File: src/rtl/uart_pkg.sv
// uart_pkg: definitions shared by the UART receiver and transmitter.
//   uart_state_e : frame state encoding. Both ends of the link use it.
//   baud_ticks() : clock cycles per bit time, using integer division.
//   PARITY_MODE  : the parity bit makes the total number of ones even
//                  (1'b0 = even). Only used with UART_RX_PARITY_EN.
package uart_pkg;

  typedef enum logic [2:0] {
    IDLE      = 3'd0,
    START     = 3'd1,
    DATA_BITS = 3'd2,
    PARITY    = 3'd3,
    STOP      = 3'd4
  } uart_state_e;

  localparam logic PARITY_MODE = 1'b0;

  // Clock cycles per bit. The caller must keep the result >= 4, so that
  // the half-bit point lies strictly inside a bit.
  function automatic int baud_ticks(input int clk_freq, input int br);
    return clk_freq / br;
  endfunction

endpackage

File: src/rtl/uart_rx_sync.sv
// uart_rx_sync: two-flop synchroniser for the asynchronous serial line.
// Both flops reset to 1, the idle level of the line. This way the
// receiver does not see a false start edge while coming out of reset.
//   i_clk   : system clock
//   i_rst_n : asynchronous active-low reset
//   i_async : line, asynchronous to i_clk
//   o_sync  : line after two flops, safe to use in i_clk logic
module uart_rx_sync (
  input  logic i_clk,
  input  logic i_rst_n,
  input  logic i_async,
  output logic o_sync
);

  logic meta_r;
  logic sync_r;

  // Two-stage capture of the line. meta_r may go metastable; sync_r is the clean copy.
  always_ff @(posedge i_clk or negedge i_rst_n) begin
    if (!i_rst_n) begin
      meta_r <= 1'b1;
      sync_r <= 1'b1;
    end else begin
      meta_r <= i_async;
      sync_r <= meta_r;
    end
  end

  assign o_sync = sync_r;

endmodule

File: src/rtl/uart_rx_rtl.sv
// uart_rx_rtl: UART receiver for start + B_PER_T data bits (LSB first)
// [+ even parity] + stop frames.
// Build option: define UART_RX_PARITY_EN to add the parity bit and the
// o_parity_err port.
//   i_clk        : system clock, rising edge
//   i_rst_n      : asynchronous active-low reset
//   i_rx         : serial line, idle high, asynchronous
//   o_data       : last good word. It is held until the next good frame.
//   o_dv         : one-cycle pulse when o_data has just been updated
//   o_frame_err  : one-cycle pulse when the stop bit was sampled low
//   o_busy       : high while a frame is in progress
//   o_parity_err : one-cycle pulse on a parity mismatch (UART_RX_PARITY_EN only)
module uart_rx_rtl
  import uart_pkg::*;
#(
  parameter int B_PER_T  = 8,
  parameter int BR       = 9600,
  parameter int CLK_FREQ = 100_000_000
) (
  input  logic               i_clk,
  input  logic               i_rst_n,
  input  logic               i_rx,
  output logic [B_PER_T-1:0] o_data,
  output logic               o_dv,
  output logic               o_frame_err,
  output logic               o_busy
`ifdef UART_RX_PARITY_EN
  ,
  output logic               o_parity_err
`endif
);

  localparam int BAUD_TICKS = baud_ticks(CLK_FREQ, BR);
  localparam int CNT_W      = (BAUD_TICKS > 1) ? $clog2(BAUD_TICKS) : 1;
  localparam int IDX_W      = (B_PER_T > 1) ? $clog2(B_PER_T) : 1;

  localparam logic [2:0] ST_IDLE   = IDLE;
  localparam logic [2:0] ST_START  = START;
  localparam logic [2:0] ST_DATA   = DATA_BITS;
`ifdef UART_RX_PARITY_EN
  localparam logic [2:0] ST_PARITY = PARITY;
`endif
  localparam logic [2:0] ST_STOP   = STOP;

  // Even parity over the data word. XOR with PARITY_MODE gives the bit the
  // transmitter should have sent.
  function automatic logic calc_parity(input logic [B_PER_T-1:0] d);
    return (^d) ^ PARITY_MODE;
  endfunction

  logic               rx_s;
  logic [2:0]         state_r;
  logic [2:0]         state_nxt_s;
  logic [CNT_W-1:0]   cnt_r;
  logic [IDX_W-1:0]   idx_r;
  logic [B_PER_T-1:0] shift_r;
  logic               armed_r;
  logic               par_err_r;
  logic [B_PER_T-1:0] data_r;
  logic               dv_r;
  logic               frame_err_r;
  logic               busy_r;
`ifdef UART_RX_PARITY_EN
  logic               parity_err_r;
`endif

  logic half_done_s;
  logic bit_done_s;
  logic last_bit_s;

  uart_rx_sync u_sync (
    .i_clk   (i_clk),
    .i_rst_n (i_rst_n),
    .i_async (i_rx),
    .o_sync  (rx_s)
  );

  assign half_done_s = (cnt_r == CNT_W'(BAUD_TICKS / 2 - 1));
  assign bit_done_s  = (cnt_r == CNT_W'(BAUD_TICKS - 1));
  assign last_bit_s  = (idx_r == IDX_W'(B_PER_T - 1));

  // Next-state decode for the frame FSM.
  always_comb begin
    state_nxt_s = state_r;
    case (state_r)
      ST_IDLE: begin
        // The arm requirement stops a held-low line (break) from restarting frames.
        if (armed_r && !rx_s) begin
          state_nxt_s = ST_START;
        end else begin
          state_nxt_s = ST_IDLE;
        end
      end
      ST_START: begin
        // A line that is high again at mid start bit was only a glitch.
        if (half_done_s) begin
          state_nxt_s = rx_s ? ST_IDLE : ST_DATA;
        end else begin
          state_nxt_s = ST_START;
        end
      end
      ST_DATA: begin
        if (bit_done_s && last_bit_s) begin
`ifdef UART_RX_PARITY_EN
          state_nxt_s = ST_PARITY;
`else
          state_nxt_s = ST_STOP;
`endif
        end else begin
          state_nxt_s = ST_DATA;
        end
      end
`ifdef UART_RX_PARITY_EN
      ST_PARITY: begin
        if (bit_done_s) begin
          state_nxt_s = ST_STOP;
        end else begin
          state_nxt_s = ST_PARITY;
        end
      end
`endif
      ST_STOP: begin
        // The FSM leaves at mid stop bit, leaving half a bit of slack before the next start.
        if (bit_done_s) begin
          state_nxt_s = ST_IDLE;
        end else begin
          state_nxt_s = ST_STOP;
        end
      end
      default: begin
        state_nxt_s = ST_IDLE;
      end
    endcase
  end

  // State register, tick/bit counters, arm flag and data shift register.
  always_ff @(posedge i_clk or negedge i_rst_n) begin
    if (!i_rst_n) begin
      state_r <= ST_IDLE;
      cnt_r   <= '0;
      idx_r   <= '0;
      shift_r <= '0;
      armed_r <= 1'b0;
    end else begin
      state_r <= state_nxt_s;

      // The tick counter restarts on every state entry and at every bit boundary.
      if ((state_nxt_s != state_r) || bit_done_s || (state_r == ST_IDLE)) begin
        cnt_r <= '0;
      end else begin
        cnt_r <= cnt_r + CNT_W'(1);
      end

      if (state_nxt_s != ST_DATA) begin
        idx_r <= '0;
      end else if (bit_done_s) begin
        idx_r <= idx_r + IDX_W'(1);
      end else begin
        idx_r <= idx_r;
      end

      // Line order is LSB first, so each new bit enters at the MSB end.
      if ((state_r == ST_DATA) && bit_done_s) begin
        shift_r <= {rx_s, shift_r[B_PER_T-1:1]};
      end else begin
        shift_r <= shift_r;
      end

      if ((state_r == ST_IDLE) && (state_nxt_s == ST_IDLE)) begin
        armed_r <= armed_r | rx_s;
      end else begin
        armed_r <= 1'b0;
      end
    end
  end

  // Parity mismatch flag. It is captured at mid parity bit and checked in STOP.
  always_ff @(posedge i_clk or negedge i_rst_n) begin
    if (!i_rst_n) begin
      par_err_r <= 1'b0;
    end else begin
`ifdef UART_RX_PARITY_EN
      if ((state_r == ST_PARITY) && bit_done_s) begin
        par_err_r <= rx_s ^ calc_parity(shift_r);
      end else if (state_r == ST_IDLE) begin
        par_err_r <= 1'b0;
      end else begin
        par_err_r <= par_err_r;
      end
`else
      par_err_r <= 1'b0;
`endif
    end
  end

  // Registered outputs. The result pulses are mutually exclusive by construction.
  always_ff @(posedge i_clk or negedge i_rst_n) begin
    if (!i_rst_n) begin
      data_r       <= '0;
      dv_r         <= 1'b0;
      frame_err_r  <= 1'b0;
      busy_r       <= 1'b0;
`ifdef UART_RX_PARITY_EN
      parity_err_r <= 1'b0;
`endif
    end else begin
      dv_r         <= 1'b0;
      frame_err_r  <= 1'b0;
      busy_r       <= (state_r != ST_IDLE);
`ifdef UART_RX_PARITY_EN
      parity_err_r <= 1'b0;
`endif
      if ((state_r == ST_STOP) && bit_done_s) begin
        if (!rx_s) begin
          frame_err_r <= 1'b1;
        end else if (par_err_r) begin
`ifdef UART_RX_PARITY_EN
          parity_err_r <= 1'b1;
`endif
        end else begin
          data_r <= shift_r;
          dv_r   <= 1'b1;
        end
      end else begin
        data_r <= data_r;
      end
    end
  end

  assign o_data       = data_r;
  assign o_dv         = dv_r;
  assign o_frame_err  = frame_err_r;
  assign o_busy       = busy_r;
`ifdef UART_RX_PARITY_EN
  assign o_parity_err = parity_err_r;
`endif

endmodule

File: config.mk
export PLATFORM = sky130hd
export DESIGN_NAME = uart_rx_rtl
export DESIGN_NICKNAME = d
export VERILOG_FILES = /design/src/rtl/uart_pkg.sv /design/src/rtl/uart_rx_sync.sv /design/src/rtl/uart_rx_rtl.sv
export SDC_FILE = /design/constraint.sdc
export NUM_CORES = 1
export LEC_CHECK = 0
export CAP_MARGIN = 5
export CELL_PAD_IN_SITES_DETAIL_PLACEMENT = 1
export CELL_PAD_IN_SITES_GLOBAL_PLACEMENT = 2
export CORE_MARGIN = 2
export CORE_UTILIZATION = 42
export DETAILED_ROUTE_END_ITERATION = 6
export PLACE_DENSITY_LB_ADDON = 0.25
export SKIP_LAST_GASP = 1
export SYNTH_ARGS = -nofsm -noshare
export SYNTH_HDL_FRONTEND = slang
export SYNTH_HIERARCHICAL = 1
export SYNTH_SLANG_ARGS = --single-unit
File: constraint.sdc
create_clock -name i_clk -period 5.85 [get_ports i_clk]
set_input_delay 1.17 -clock i_clk [delete_from_list [all_inputs] [get_ports i_clk]]
set_output_delay 1.17 -clock i_clk [all_outputs]
set_load 0.02 [all_outputs]
# [After elaboration in Yosys (flattened, before gate mapping)]
# Index checks and enable logic that the tools add are counted.
[totals] rom_bits=0 input_bits=3 n_memories=0 mem_bits_rw=0 register_bits=42 latchBits=0 output_inout_bits=11
[classes] div=0 bitwise_logic=1 multipliers=0 n_mux=14 n_eq_ne=8 n_lt_le_gt_ge=0 n_addsub=2 n_reduce_logical=13 shifts=0
[ops] operator="$add 14x1->14 const B" n=1
[ops] operator="$eq 14x13->1 const B" n=1
[ops] operator="$eq 14x14->1 const B" n=1
[ops] operator="$mux 14" n=1
[ops] operator="$mux 3" n=4
[ops] operator="$pmux 3 s4" n=1
[ops] operator="$eq 3x3->1 const B" n=2
[ops] operator="$logic_not 3->1" n=2
[ops] operator="$mux 1" n=6
[ops] operator="$logic_and 1x1->1" n=5
[ops] operator="$mux 2" n=2
[ops] operator="$add 3x1->3 const B" n=1
[ops] operator="$eq 3x1->1 const B" n=1
[ops] operator="$eq 3x2->1 const B" n=1
[ops] operator="$ne 3x2->1 const B" n=1
[ops] operator="$ne 3x3->1" n=1
[ops] operator="$reduce_bool 3->1" n=1
[ops] operator="$logic_or 1x1->1" n=2
[ops] operator="$reduce_and 2->1" n=1
[ops] operator="$reduce_bool 2->1" n=1
[ops] operator="$logic_not 1->1" n=1
[ops] operator="$or 1x1->1" n=1

# [Logic depth before layout (Yosys ltp)]
[depth] depth_word=8 mapped_depth=7 ltp_nobuf=5

# [Cells and area by module]
# Netlist, hierarchy kept.
[by_module_without_submodules] mod="uart_rx_rtl" cells_per_inst=155 n_inst=1 area_per_inst_um2=1873.0
[by_module_without_submodules] mod="uart_rx_sync" cells_per_inst=2 n_inst=1 area_per_inst_um2=52.6

# [Worst setup path before layout]
# No wires, ideal clock.
[synth_path] kind="register -> register" from="register cnt_r[0]" to="register shift_r[0]" setup_time_ns=0.125 period_less_slack_ns=2.127 slack_ns=3.723 t_required_ns=5.725 path_stages_with_launch=8 arrival_ns=2.002 n_path_buf=2 cell_sequence="dfrtp_1 -> ha_1 -> and4_1 -> buf_6 -> nand4_4 -> or4b_4 -> buf_6 -> mux2_4"
[synth_between] elab_chain_cells=2
[synth_lines] element="from (decl)" line="uart_rx_rtl.sv:54" rtl="logic [CNT_W-1:0] cnt_r;"
[synth_lines] element="from (signal assigned)" line="uart_rx_rtl.sv:151" rtl="cnt_r <= cnt_r + CNT_W'(1);"
[synth_lines] element="$eq 14x14->1" line="uart_rx_rtl.sv:79" rtl="assign bit_done_s = (cnt_r == CNT_W'(BAUD_TICKS - 1));"
[synth_lines] element="$logic_and 1x1->1" line="uart_rx_rtl.sv:163" rtl="if ((state_r == ST_DATA) && bit_done_s) begin"
[synth_lines] element="to (signal assigned)" line="uart_rx_rtl.sv:164" rtl="shift_r <= {rx_s, shift_r[B_PER_T-1:1]};"
[synth_lines] element="to (signal assigned)" line="uart_rx_rtl.sv:166" rtl="shift_r <= shift_r;"
[synth_lines] element="to (decl)" line="uart_rx_rtl.sv:56" rtl="logic [B_PER_T-1:0] shift_r;"
# Every way passes these cells.
# A chain may end at the register's enable or synchronous reset.

# [Worst setup path after layout]
[layout_path] from="register data_r[7] (netlist: o_data[7])" to="output port o_data[7]"
[layout_lines] element="from (decl)" line="uart_rx_rtl.sv:59" rtl="logic [B_PER_T-1:0] data_r;"
[layout_lines] element="from (signal assigned)" line="uart_rx_rtl.sv:221" rtl="data_r <= shift_r;"
[layout_lines] element="from (signal assigned)" line="uart_rx_rtl.sv:225" rtl="data_r <= data_r;"
[layout_lines] element="to (decl)" line="uart_rx_rtl.sv:23" rtl="output logic [B_PER_T-1:0] o_data,"
# No word-level cell between the ends.

==> run summary <==
Outcome: complete, no violations
WL/cell: 16.6 µm
Setup crit start: o_data[7]
Gate Count Post-Synth: 157
CP Data Arrival Time: 1.25 ns
Crit path capture type: output port
Setup violators final: 0
Area of the multi-input gates: 815 µm²
Worst slew pin tran: 0.901 ns
DP Cell Count: 216
Synthesized net count: 163
FF/Latch Area: 1050 µm²
Layout Cells excl Fill: 223
Prevailing post-synth register cell: dfrtp_1
Dpl hpwl: 2650 µm
Yosys cell types: 38
CP max FO: 2
Ranking of synthesized cells by area: dfrtp_1, mux2_4, mux2_2, nor3_1, xor2_1
Period utilization: 41.4%
Number of flops mapped to enable cells by yosys: 0
Leakage power: 0.995 nW
CP peak stage delay: 0.61 ns
Ant diodes: 0
Via count: 1216
Setup TNS: 0 ns
Yosys top cell by area: dfrtp_1
Total Wirelength: 3690 µm
Global route total overflow: 0
Delay-heaviest family, CP: buffers and inverters
Total global-route track usage: 16.8%
Worst skew pair latency: 0.30 ns
DR pass1 iterations: 4
Clock tree buffer depth: 2
Max_cap viols: 0
Register bit total from synthesis: 42
Number of DRC markers in iteration 0: 65
FMAX: 413 MHz
Post-CTS Setup Bufs: 0
Critical path's slowest cell: clkdlybuf4s50_1
Chip Width: 71.7 µm
Setup ws final: 3.43 ns
H-tree depth: 2
Number of global-route vias before repair: 1318
Relative slew slack: 39.9%
Finished Core Util: 49.9%
R2R Path End: shift_r[7]
Layout cell share with drive strength beyond 1: 19.3%
Post-route ant nets: 0
Layout Skew: 0.00292 ns
Number of cell rows: 24
# fillers: 462
Post_cts resized: 0
GPL Wtd Cong: 0.721
Tmin final: 2.42 ns
Startpoint types: register
Yosys synthesis warning count: 6
# clock sinks: 42
Crit-path cells: clkdlybuf4s50_1
Critical path type: reg2out
Cts hold-fix bufs: 0
Post-synth ARST share: 100%
Reg2reg start: cnt_r[0]
Synth-to-Final Area Change: 13.7%
Clock root buffer: clkbuf_8
Setup crit end: o_data[7]
Reg clk slew, reported paths: 0.08 ns
Hold path start: u_sync/meta_r
Worst Path Required: 4.68 ns
Share of Yosys cell area claimed by the top area cell type: 52.0%
VDD IR max: 0.000152 V
CTS Buf Count: 5
Slew Limit Fails: 0
Worst hold slack: 0.362 ns
R2R Setup Slk: 3.53 ns
IO Pins: 14
PwrDens: 289 nW/µm²
Die H: 71.7 µm
Final hold violation count: 0
Critical path buffer and inverter count: 1
Largest net degree at the start of global routing: 43
Mapped Area: 1930 µm²
TritonCTS clock tree: done
Starting density of the core: 43.9%
Number of remaining DRC errors: 0
Setup Slack @ Placement: 3.53 ns
DIE AREA: 5140 µm²
Syn Area/Cell: 12.3 µm²
Levels on crit path: 1
Via density: 5.45
RSZ-0062 raised after global routing: no
Port Buffers: 13
Worst r2r path cells: 5
Initial antenna violation count: 0
Sequential share of the synthesized area: 54.7%
Global-route wire length before repair: 6560 µm
Tightest Hold Check Type: reg2reg
Final #Nets: 177
Core Area: 4380 µm²
## worst min-delay path by stage
stage | end | slack (ns) | cells past startpoint
finish | u_sync/o_sync | 0.36 | 0
global route | u_sync/o_sync | 0.37 | 0
CTS | u_sync/o_sync | 0.37 | 0
detailed placement | u_sync/o_sync | 0.35 | 0
global placement | u_sync/o_sync | 0.35 | 0
floorplan | u_sync/o_sync | 0.35 | 0
## layout make-up
cell class                 count  share of cell area [%]
clock buffer                   6                    3.77
clock inverter                 1                    1.37
inverter                       3                   0.514
multi-input combinational    105                    37.2
sequential                    42                    48.1
tap                           52                    2.97
timing repair buffer          14                    6.06
## kinds of logic (layout without fill, tap and decap cells)
kind of cell    after synthesis  count (layout)  synth area share [%]
simple gates                 62              62                  19.8
flops                        42              42                  54.7
buf+inv                      10              24                  2.99
xor+xnor                     12              12                  5.46
mux                          18              18                  12.0
fa+ha+maj                     3               3                  1.95
compound gates               10              10                  3.18
## registers in the layout, indices dropped and copies added, names as in the netlist, 3 cells and up
register,flops
cnt_r,14
idx_r,3
o_data,8
shift_r,8
state_r,3
## layer usage
layer / global-route usage (%) / up-vias / routed length, µm
li1: - / 586 / -
met4: 6.29 / 0 / 46
met3: 4.64 / 5 / 122
met5: 0 / - / 0
met2: 26.2 / 17 / 1790
met1: 22.5 / 608 / 1740
## report_power, final
part	leakage [nW]	total (mW)	switching, mW	internal (mW)
Sequential	0.567	0.332	0.0221	0.310
Combinational	0.371	0.0686	0.0403	0.0283
Clock	0.0573	0.232	0.0959	0.136
## through the flow
| step | power [mW] | instance area [µm²] |
|---|---|---|
| 2_1_floorplan | 0.382 | 1930 |
| 3_3_place_gp | 0.403 | 2080 |
| 3_5_place_dp | 0.408 | 2080 |
| 4_1_cts | 0.642 | 2190 |
| 5_1_grt | 0.665 | 2190 |
| 6_report | 0.633 | 2190 |
## Yosys cell counts (2+ instances only)
cell type	n
nor3_1	13
mux2_4	8
inv_1	3
buf_6	2
dfstp_2	2
a21oi_1	2
xor2_1	7
o21ai_0	4
or2_2	2
dfrtp_1	40
or3_1	3
nand4_1	5
nor3b_1	5
nor4_1	2
nand3_1	7
and4_1	2
nor2_1	7
mux2_2	8
mux2i_1	2
ha_1	3
nand2_1	7
clkbuf_1	3
xnor2_1	5
## cell usage in the layout, fill, tap and decap left out, types with 2 or more instances in the layout
cell type,Yosys,routed
or2_2,2,2
nand2_1,7,7
nor2_1,7,7
ha_1,3,3
xor2_1,7,7
and4_1,2,2
mux2_2,8,8
nor3_1,13,13
clkdlybuf4s50_1,0,12
or3_1,3,3
dfstp_2,2,2
o21ai_0,4,4
nor4_1,2,2
clkbuf_8,0,6
dfrtp_1,40,40
xnor2_1,5,5
mux2i_1,2,2
nand3_1,7,7
mux2_4,8,8
a21oi_1,2,2
nor3b_1,5,5
inv_1,3,3
nand4_1,5,5
No activity file was read; power rests on OpenSTA's default activity.
